**src/rtl/spi_rx_fifo.sv**
```systemverilog
// Show-ahead receive FIFO behind the SPI slave, with frame-length masking.
// Define SPI_RX_FIFO_IRQ_EN to build the registered threshold/overflow irq.
module spi_rx_fifo #(
  parameter int DEPTH = 8,
  parameter int AW    = 3
) (
  input  logic          clk,
  input  logic          rst,
  input  logic          i_wr,
  input  logic [15:0]   i_data,
  input  logic [3:0]    i_len,
  input  logic          i_rd,
  output logic [15:0]   o_data,
  output logic          o_empty,
  output logic          o_full,
  output logic [AW:0]   o_level,
  input  logic          i_flush,
  output logic          o_ovf,
  input  logic          i_ovf_clr,
  input  logic [AW:0]   i_thr,
  output logic          o_irq
);

  localparam logic [AW:0] ONE = 1;

  logic [15:0] mem [DEPTH];
  logic [AW:0] wr_ptr, rd_ptr;
  logic [AW:0] wr_nxt, rd_nxt;
  logic [AW:0] lvl_nxt;
  logic        empty, full;
  logic        do_wr, do_rd;
  logic        ovf_set, ovf_nxt, ovf_q;
  logic [4:0]  sh;
  logic [15:0] mask;

  assign empty = (wr_ptr == rd_ptr);
  assign full  = (wr_ptr[AW-1:0] == rd_ptr[AW-1:0]) &&
                 (wr_ptr[AW] != rd_ptr[AW]);

  // Equivalent to ((1 << (len+1)) - 1) taken 17 bits wide.
  assign sh   = {1'b0, i_len} + 5'd1;
  assign mask = ~(16'hFFFF << sh);

  // A pop in the same cycle frees the slot a full write needs.
  assign do_rd   = i_rd && !empty && !i_flush;
  assign do_wr   = i_wr && (!full || do_rd) && !i_flush;
  assign ovf_set = i_wr && full && !do_rd && !i_flush;
  assign ovf_nxt = ovf_set || (ovf_q && !i_ovf_clr);

  always_comb begin
    wr_nxt = wr_ptr;
    rd_nxt = rd_ptr;
    if (i_flush) begin
      wr_nxt = '0;
      rd_nxt = '0;
    end else begin
      if (do_wr) wr_nxt = wr_ptr + ONE;
      if (do_rd) rd_nxt = rd_ptr + ONE;
    end
  end

  assign lvl_nxt = wr_nxt - rd_nxt;

  always_ff @(posedge clk or posedge rst) begin
    if (rst) begin
      wr_ptr <= '0;
      rd_ptr <= '0;
      ovf_q  <= 1'b0;
    end else begin
      wr_ptr <= wr_nxt;
      rd_ptr <= rd_nxt;
      ovf_q  <= ovf_nxt;
    end
  end

  always_ff @(posedge clk) begin
    if (do_wr) mem[wr_ptr[AW-1:0]] <= i_data & mask;
  end

  assign o_data  = mem[rd_ptr[AW-1:0]];
  assign o_empty = empty;
  assign o_full  = full;
  assign o_level = wr_ptr - rd_ptr;
  assign o_ovf   = ovf_q;

`ifdef SPI_RX_FIFO_IRQ_EN
  logic irq_q;

  always_ff @(posedge clk or posedge rst) begin
    if (rst) irq_q <= 1'b0;
    else     irq_q <= ((i_thr != '0) && (lvl_nxt >= i_thr)) || ovf_nxt;
  end

  assign o_irq = irq_q;
`else
  logic unused_irq;
  assign unused_irq = ^{i_thr, lvl_nxt};
  assign o_irq      = 1'b0;
`endif

endmodule

```
**config.mk**
```make
export PLATFORM = sky130hd
export DESIGN_NAME = spi_rx_fifo
export DESIGN_NICKNAME = d
export VERILOG_FILES = /design/src/rtl/spi_rx_fifo.sv
export SDC_FILE = /design/constraint.sdc
export NUM_CORES = 1
export LEC_CHECK = 0
export CAP_MARGIN = 20
export CELL_PAD_IN_SITES_DETAIL_PLACEMENT = 1
export CELL_PAD_IN_SITES_GLOBAL_PLACEMENT = 1
export CORE_ASPECT_RATIO = 2
export CORE_MARGIN = 4
export CORE_UTILIZATION = 50
export CTS_BUF_LIST = sky130_fd_sc_hd__clkbuf_16
export CTS_CLUSTER_SIZE = 40
export DETAILED_ROUTE_END_ITERATION = 10
export PLACE_DENSITY = 0.87
export SLEW_MARGIN = 20
export SYNTH_ARGS = -nofsm -noshare
export SYNTH_HDL_FRONTEND = slang
export SYNTH_SLANG_ARGS = --single-unit
```
**constraint.sdc**
```tcl
create_clock -name clk -period 10.1 [get_ports clk]
set_input_delay 1.01 -clock clk [delete_from_list [all_inputs] [get_ports clk]]
set_output_delay 1.01 -clock clk [all_outputs]
set_load 0.01 [all_outputs]
```
==> flow_summary.html <==
<table>
<tr><th>Metric</th><th>Value</th></tr>
<tr><th colspan="2">Critical path</th></tr>
<tr><td>Number of buffer and inverter stages on the critical path</td><td>2</td></tr>
<tr><td>Critical Path AT</td><td>2.93 ns</td></tr>
<tr><td>Top Family by Delay on Critical Path</td><td>flip-flops</td></tr>
<tr><td>R2r setup slk</td><td>6.79 ns</td></tr>
<tr><td>Startpoint Class</td><td>flip-flop</td></tr>
<tr><td>Cells along the critical path</td><td>clkinv_1, ha_1, a21oi_1, xnor2_1, clkdlybuf4s50_1</td></tr>
<tr><td>Critical setup path kind</td><td>flip-flop to output pin</td></tr>
<tr><td>Cell with the biggest individual delay on the critical path</td><td>sky130_fd_sc_hd__dfrtp_1</td></tr>
<tr><td>FF-to-FF path depth</td><td>5</td></tr>
<tr><td>Kind of end point of the critical path</td><td>output pin</td></tr>
<tr><td>Logic depth of the worst path, buffers included</td><td>5</td></tr>
<tr><td>Critical R2R Capture</td><td>mem[6][14]</td></tr>
<tr><td>Slowest cell delay on critical path</td><td>a little over 0.9 ns</td></tr>
<tr><td>End point of the critical path</td><td>o_level[3]</td></tr>
<tr><td>Max FO, Critical Path</td><td>18</td></tr>
<tr><td>Required time of the worst setup path</td><td>about 9 ns</td></tr>
<tr><td>Start point of the critical path</td><td>rd_ptr[2]</td></tr>
<tr><td>Reg2reg start</td><td>rd_ptr[2]</td></tr>
<tr><th colspan="2">Finish</th></tr>
<tr><td>Number of nets in the final layout</td><td>~430</td></tr>
<tr><td>Layout fillers</td><td>between 1,000 and 1,500</td></tr>
<tr><td>Area delta synth-&gt;final</td><td>22.3%</td></tr>
<tr><td>Count of antenna diodes in the layout</td><td>0</td></tr>
<tr><td>Post-layout instance area</td><td>roughly 7000 sq um</td></tr>
<tr><td>Fraction of final layout cells with drive strength greater than 1</td><td>0.202</td></tr>
<tr><th colspan="2">Logic synthesis</th></tr>
<tr><td>Number of storage elements in the synthesis netlist</td><td>about 140</td></tr>
<tr><td>Gate count after technology mapping</td><td>roughly 330</td></tr>
<tr><td>Yosys cell types</td><td>39</td></tr>
<tr><td>Per-instance average area after synthesis</td><td>around 17 sq um</td></tr>
<tr><td>Synthesized cell area</td><td>between 5000 and 6000 sq um</td></tr>
<tr><td>Number of flops mapped to enable cells by yosys</td><td>128</td></tr>
<tr><td>Proportion of register bits with asynchronous set or reset after synthesis</td><td>0.0657</td></tr>
<tr><td>Yosys warning total</td><td>0</td></tr>
<tr><td>Leading register cell type out of synthesis</td><td>sky130_fd_sc_hd__edfxtp_1</td></tr>
<tr><td>Sequential share of the synthesized area</td><td>0.707</td></tr>
<tr><td>Number of nets in the synthesized netlist</td><td>~370</td></tr>
<tr><th colspan="2">CTS</th></tr>
<tr><td>Root Buffer</td><td>sky130_fd_sc_hd__clkbuf_16</td></tr>
<tr><td>Clock insertion delay at the later pin of the skew report</td><td>between 0.4 and 0.5 ns</td></tr>
<tr><td>Inserted Clock Buffers</td><td>17</td></tr>
<tr><td>Total number of clock tree sinks</td><td>137</td></tr>
<tr><td>Post-CTS setup repair buffer count</td><td>0</td></tr>
<tr><td>CTS clock-pin slew for the worst setup and hold paths</td><td>~0.060 ns</td></tr>
<tr><td>CTS tree</td><td>yes</td></tr>
<tr><td>Post-CTS Hold Buffers</td><td>0</td></tr>
<tr><td>Maximum count of clock buffers along a single path</td><td>2</td></tr>
<tr><td>Post-CTS sizing</td><td>0</td></tr>
<tr><td>CTS HTree Levels</td><td>4</td></tr>
<tr><th colspan="2">Route</th></tr>
<tr><td>TritonRoute pass-1 iters</td><td>4</td></tr>
<tr><td>Total via count after detailed routing</td><td>between 3,000 and 4,000</td></tr>
<tr><td>Number of vias per cell after detailed routing</td><td>between 5 and 6</td></tr>
<tr><td>Detail Route Antenna Nets</td><td>0</td></tr>
<tr><td>DR DRC count</td><td>0</td></tr>
<tr><td>Wirelength, routed</td><td>~13,000 microns</td></tr>
<tr><td>Detailed Route Iter0 Violations</td><td>between 200 and 250</td></tr>
<tr><td>Wire length per cell</td><td>roughly 24 microns</td></tr>
<tr><th colspan="2">Run</th></tr>
<tr><td>Number of maximum-capacitance violations</td><td>0</td></tr>
<tr><th colspan="2">Timing</th></tr>
<tr><td>Max Clock Freq</td><td>0.254 GHz</td></tr>
<tr><td>Fin Clk Skew</td><td>~0.0074 ns</td></tr>
<tr><td>Slew Viols, Final</td><td>0</td></tr>
<tr><td>Total setup violations reported at the end of the flow</td><td>0</td></tr>
<tr><td>Worst-margin pin slew</td><td>about 1.1 ns</td></tr>
<tr><td>Final number of hold-violating endpoints</td><td>0</td></tr>
<tr><td>Final sum of negative setup slack</td><td>0 ns</td></tr>
<tr><td>Final period utilization</td><td>0.390</td></tr>
<tr><td>Unrepaired setup endpoints after global routing</td><td>no</td></tr>
<tr><td>Clock period minus final worst setup slack</td><td>3.94 ns</td></tr>
<tr><td>Rel. slew slack</td><td>0.264</td></tr>
<tr><td>Hold slack final</td><td>0.546 ns</td></tr>
<tr><th colspan="2">GRT</th></tr>
<tr><td>Wire length of the first global-routing pass</td><td>roughly 21,000 microns</td></tr>
<tr><td>Total global routing overflow</td><td>0</td></tr>
<tr><td>Maximum number of pins on one net before global-route repair</td><td>38</td></tr>
<tr><td>Number of antenna violations at the first check in global routing</td><td>0</td></tr>
<tr><td>Total Routing Usage GR</td><td>0.214</td></tr>
<tr><td>Via count of the first global-routing pass</td><td>between 3,000 and 4,000</td></tr>
<tr><th colspan="2">Floorplan</th></tr>
<tr><td>Count of boundary I/O pins</td><td>between 50 and 60</td></tr>
<tr><td>Initial core utilization</td><td>0.510</td></tr>
<tr><td>Height of the chip</td><td>~160 microns</td></tr>
<tr><td>Die width</td><td>83.9 microns</td></tr>
<tr><td>Floorplan core area</td><td>11,300 sq um</td></tr>
<tr><td>Row Count</td><td>55</td></tr>
<tr><td>Die Outline Area</td><td>between 10,000 and 15,000 sq um</td></tr>
<tr><th colspan="2">Placed design</th></tr>
<tr><td>Placed instance area</td><td>6450 sq um</td></tr>
<tr><td>Input/output buffers</td><td>48</td></tr>
<tr><td>HPWL after detailed placement</td><td>approximately 8100 microns</td></tr>
<tr><td>Gp weighted congestion</td><td>0.764</td></tr>
<tr><th colspan="2">Pwr</th></tr>
<tr><td>Total power divided by cell area</td><td>213 nW/um^2</td></tr>
<tr><td>Peak supply drop</td><td>0.268 mV</td></tr>
<tr><td>Post-layout total power</td><td>1.50 mW</td></tr>
<tr><td>Leakage power total</td><td>approximately 2.4 nW</td></tr>
<tr><th colspan="2">Hold path</th></tr>
<tr><td>Worst hold-check path type</td><td>flip-flop to flip-flop</td></tr>
<tr><td>Worst Hold Path Cells</td><td>2</td></tr>
<tr><th colspan="2">Status</th></tr>
<tr><td>Result of the run</td><td>finished clean</td></tr>
</table>
-- worst min-delay path by stage --
| stage | startpoint | endpoint | slack, ns |
|---|---|---|---|
| after global routing | o_ovf | o_ovf | 0.59 |
| after detailed placement | o_ovf | o_ovf | 0.55 |
| after global placement | o_ovf | o_ovf | 0.53 |
| after CTS | o_ovf | o_ovf | 0.56 |
| after floorplan | o_ovf | o_ovf | 0.56 |
| final | o_ovf | o_ovf | 0.55 |
-- cells by family after synthesis --
family	after synthesis	share of synthesized area
DFF	137	0.707
and+or+nand+nor	95	0.0750
xor gates and xnor gates	9	0.0150
adders and majority gates	10	0.0230
AOI/OAI and AO/OA	18	0.0222
buffers and inverters	27	0.0235
muxes	37	0.134
other	1	0.000651
-- report_power, final --
group | total [mW] | switching [mW] | internal [mW]
combinational | 0.244 | 0.117 | 0.126
sequential | 0.639 | 0.00515 | 0.634
clock | 0.615 | 0.246 | 0.369
-- final cells by class --
cell class	count	area [sq um]	area share
sequential	137	4070	0.578
tap	142	178	0.0252
multi-input combinational	170	1630	0.232
timing repair buffer	53	518	0.0736
clock inverter	15	166	0.0236
inverter	13	48.8	0.00693
clock buffer	17	425	0.0604
-- layout by cell type, fill, tap and decap left out, types with 2 or more instances in the layout --
| master | Yosys | final |
|---|---|---|
| sky130_fd_sc_hd__and2_1 | 3 | 3 |
| sky130_fd_sc_hd__inv_6 | 0 | 5 |
| sky130_fd_sc_hd__xor2_1 | 4 | 4 |
| sky130_fd_sc_hd__nor3_4 | 0 | 6 |
| sky130_fd_sc_hd__ha_1 | 9 | 9 |
| sky130_fd_sc_hd__nand3_1 | 3 | 3 |
| sky130_fd_sc_hd__clkbuf_16 | 0 | 17 |
| sky130_fd_sc_hd__o21ai_0 | 7 | 7 |
| sky130_fd_sc_hd__nand2_1 | 54 | 54 |
| sky130_fd_sc_hd__buf_4 | 6 | 5 |
| sky130_fd_sc_hd__clkinv_4 | 0 | 4 |
| sky130_fd_sc_hd__mux2i_1 | 4 | 4 |
| sky130_fd_sc_hd__and3_1 | 4 | 4 |
| sky130_fd_sc_hd__bufinv_16 | 0 | 2 |
| sky130_fd_sc_hd__inv_1 | 12 | 13 |
| sky130_fd_sc_hd__xnor2_1 | 4 | 4 |
| sky130_fd_sc_hd__o21a_1 | 4 | 4 |
| sky130_fd_sc_hd__edfxtp_1 | 128 | 128 |
| sky130_fd_sc_hd__nand2b_1 | 2 | 2 |
| sky130_fd_sc_hd__clkdlybuf4s50_1 | 0 | 48 |
| sky130_fd_sc_hd__nor4_2 | 0 | 2 |
| sky130_fd_sc_hd__mux4_2 | 32 | 32 |
| sky130_fd_sc_hd__nor2_1 | 15 | 15 |
| sky130_fd_sc_hd__dfrtp_1 | 9 | 8 |
| sky130_fd_sc_hd__and4_1 | 2 | 2 |
-- tightest hold or removal path, cell delays in order (launching register included) --
cell and delay [ns]:
sky130_fd_sc_hd__dfrtp_1 0.37, sky130_fd_sc_hd__inv_1 0.05, sky130_fd_sc_hd__o21ai_0 0.08
-- synthesized netlist by cell type, types with 2 or more instances --
library cell	count	area share
sky130_fd_sc_hd__and2_1	3	0.0033
sky130_fd_sc_hd__nand3_1	3	0.0026
sky130_fd_sc_hd__xnor2_1	4	0.0061
sky130_fd_sc_hd__ha_1	9	0.020
sky130_fd_sc_hd__mux2i_1	4	0.0070
sky130_fd_sc_hd__o21ai_0	7	0.0061
sky130_fd_sc_hd__inv_1	12	0.0078
sky130_fd_sc_hd__xor2_1	4	0.0061
sky130_fd_sc_hd__o21a_1	4	0.0052
sky130_fd_sc_hd__nor2_1	15	0.0098
sky130_fd_sc_hd__and4_1	2	0.0030
sky130_fd_sc_hd__nor4_1	2	0.0022
sky130_fd_sc_hd__buf_2	3	0.0026
sky130_fd_sc_hd__dfrtp_1	9	0.039
sky130_fd_sc_hd__nand2_1	54	0.035
sky130_fd_sc_hd__mux4_2	32	0.13
sky130_fd_sc_hd__nand2b_1	2	0.0022
sky130_fd_sc_hd__edfxtp_1	128	0.67
sky130_fd_sc_hd__and3_1	4	0.0043
sky130_fd_sc_hd__buf_4	6	0.0078
sky130_fd_sc_hd__nor3_1	6	0.0052
sky130_fd_sc_hd__clkbuf_1	4	0.0026
-- state kept, by name, indices dropped and copies added (netlist names) --
signal and flops:
mem 128, rd_ptr 4, wr_ptr 4, o_ovf 1
-- per-layer routing --
layer	vias to the layer above	wire length, microns	part of all wire	global-route usage
met5	-	0	0	0
met4	0	352	0.026	0.100
met3	29	462	0.035	0.0434
met2	95	7440	0.56	0.385
met1	1671	5030	0.38	0.241
li1	1387	-	-	-
-- metrics by stage --
step            util  setup WS (ns)  std cells
2_1_floorplan      -           6.48        334
3_3_place_gp   0.571           6.62        515
3_5_place_dp   0.571           6.59        515
4_1_cts        0.624           6.12        547
5_1_grt        0.624           6.02        547
6_report       0.624           6.16        547
(Power assumes the default switching activity.)
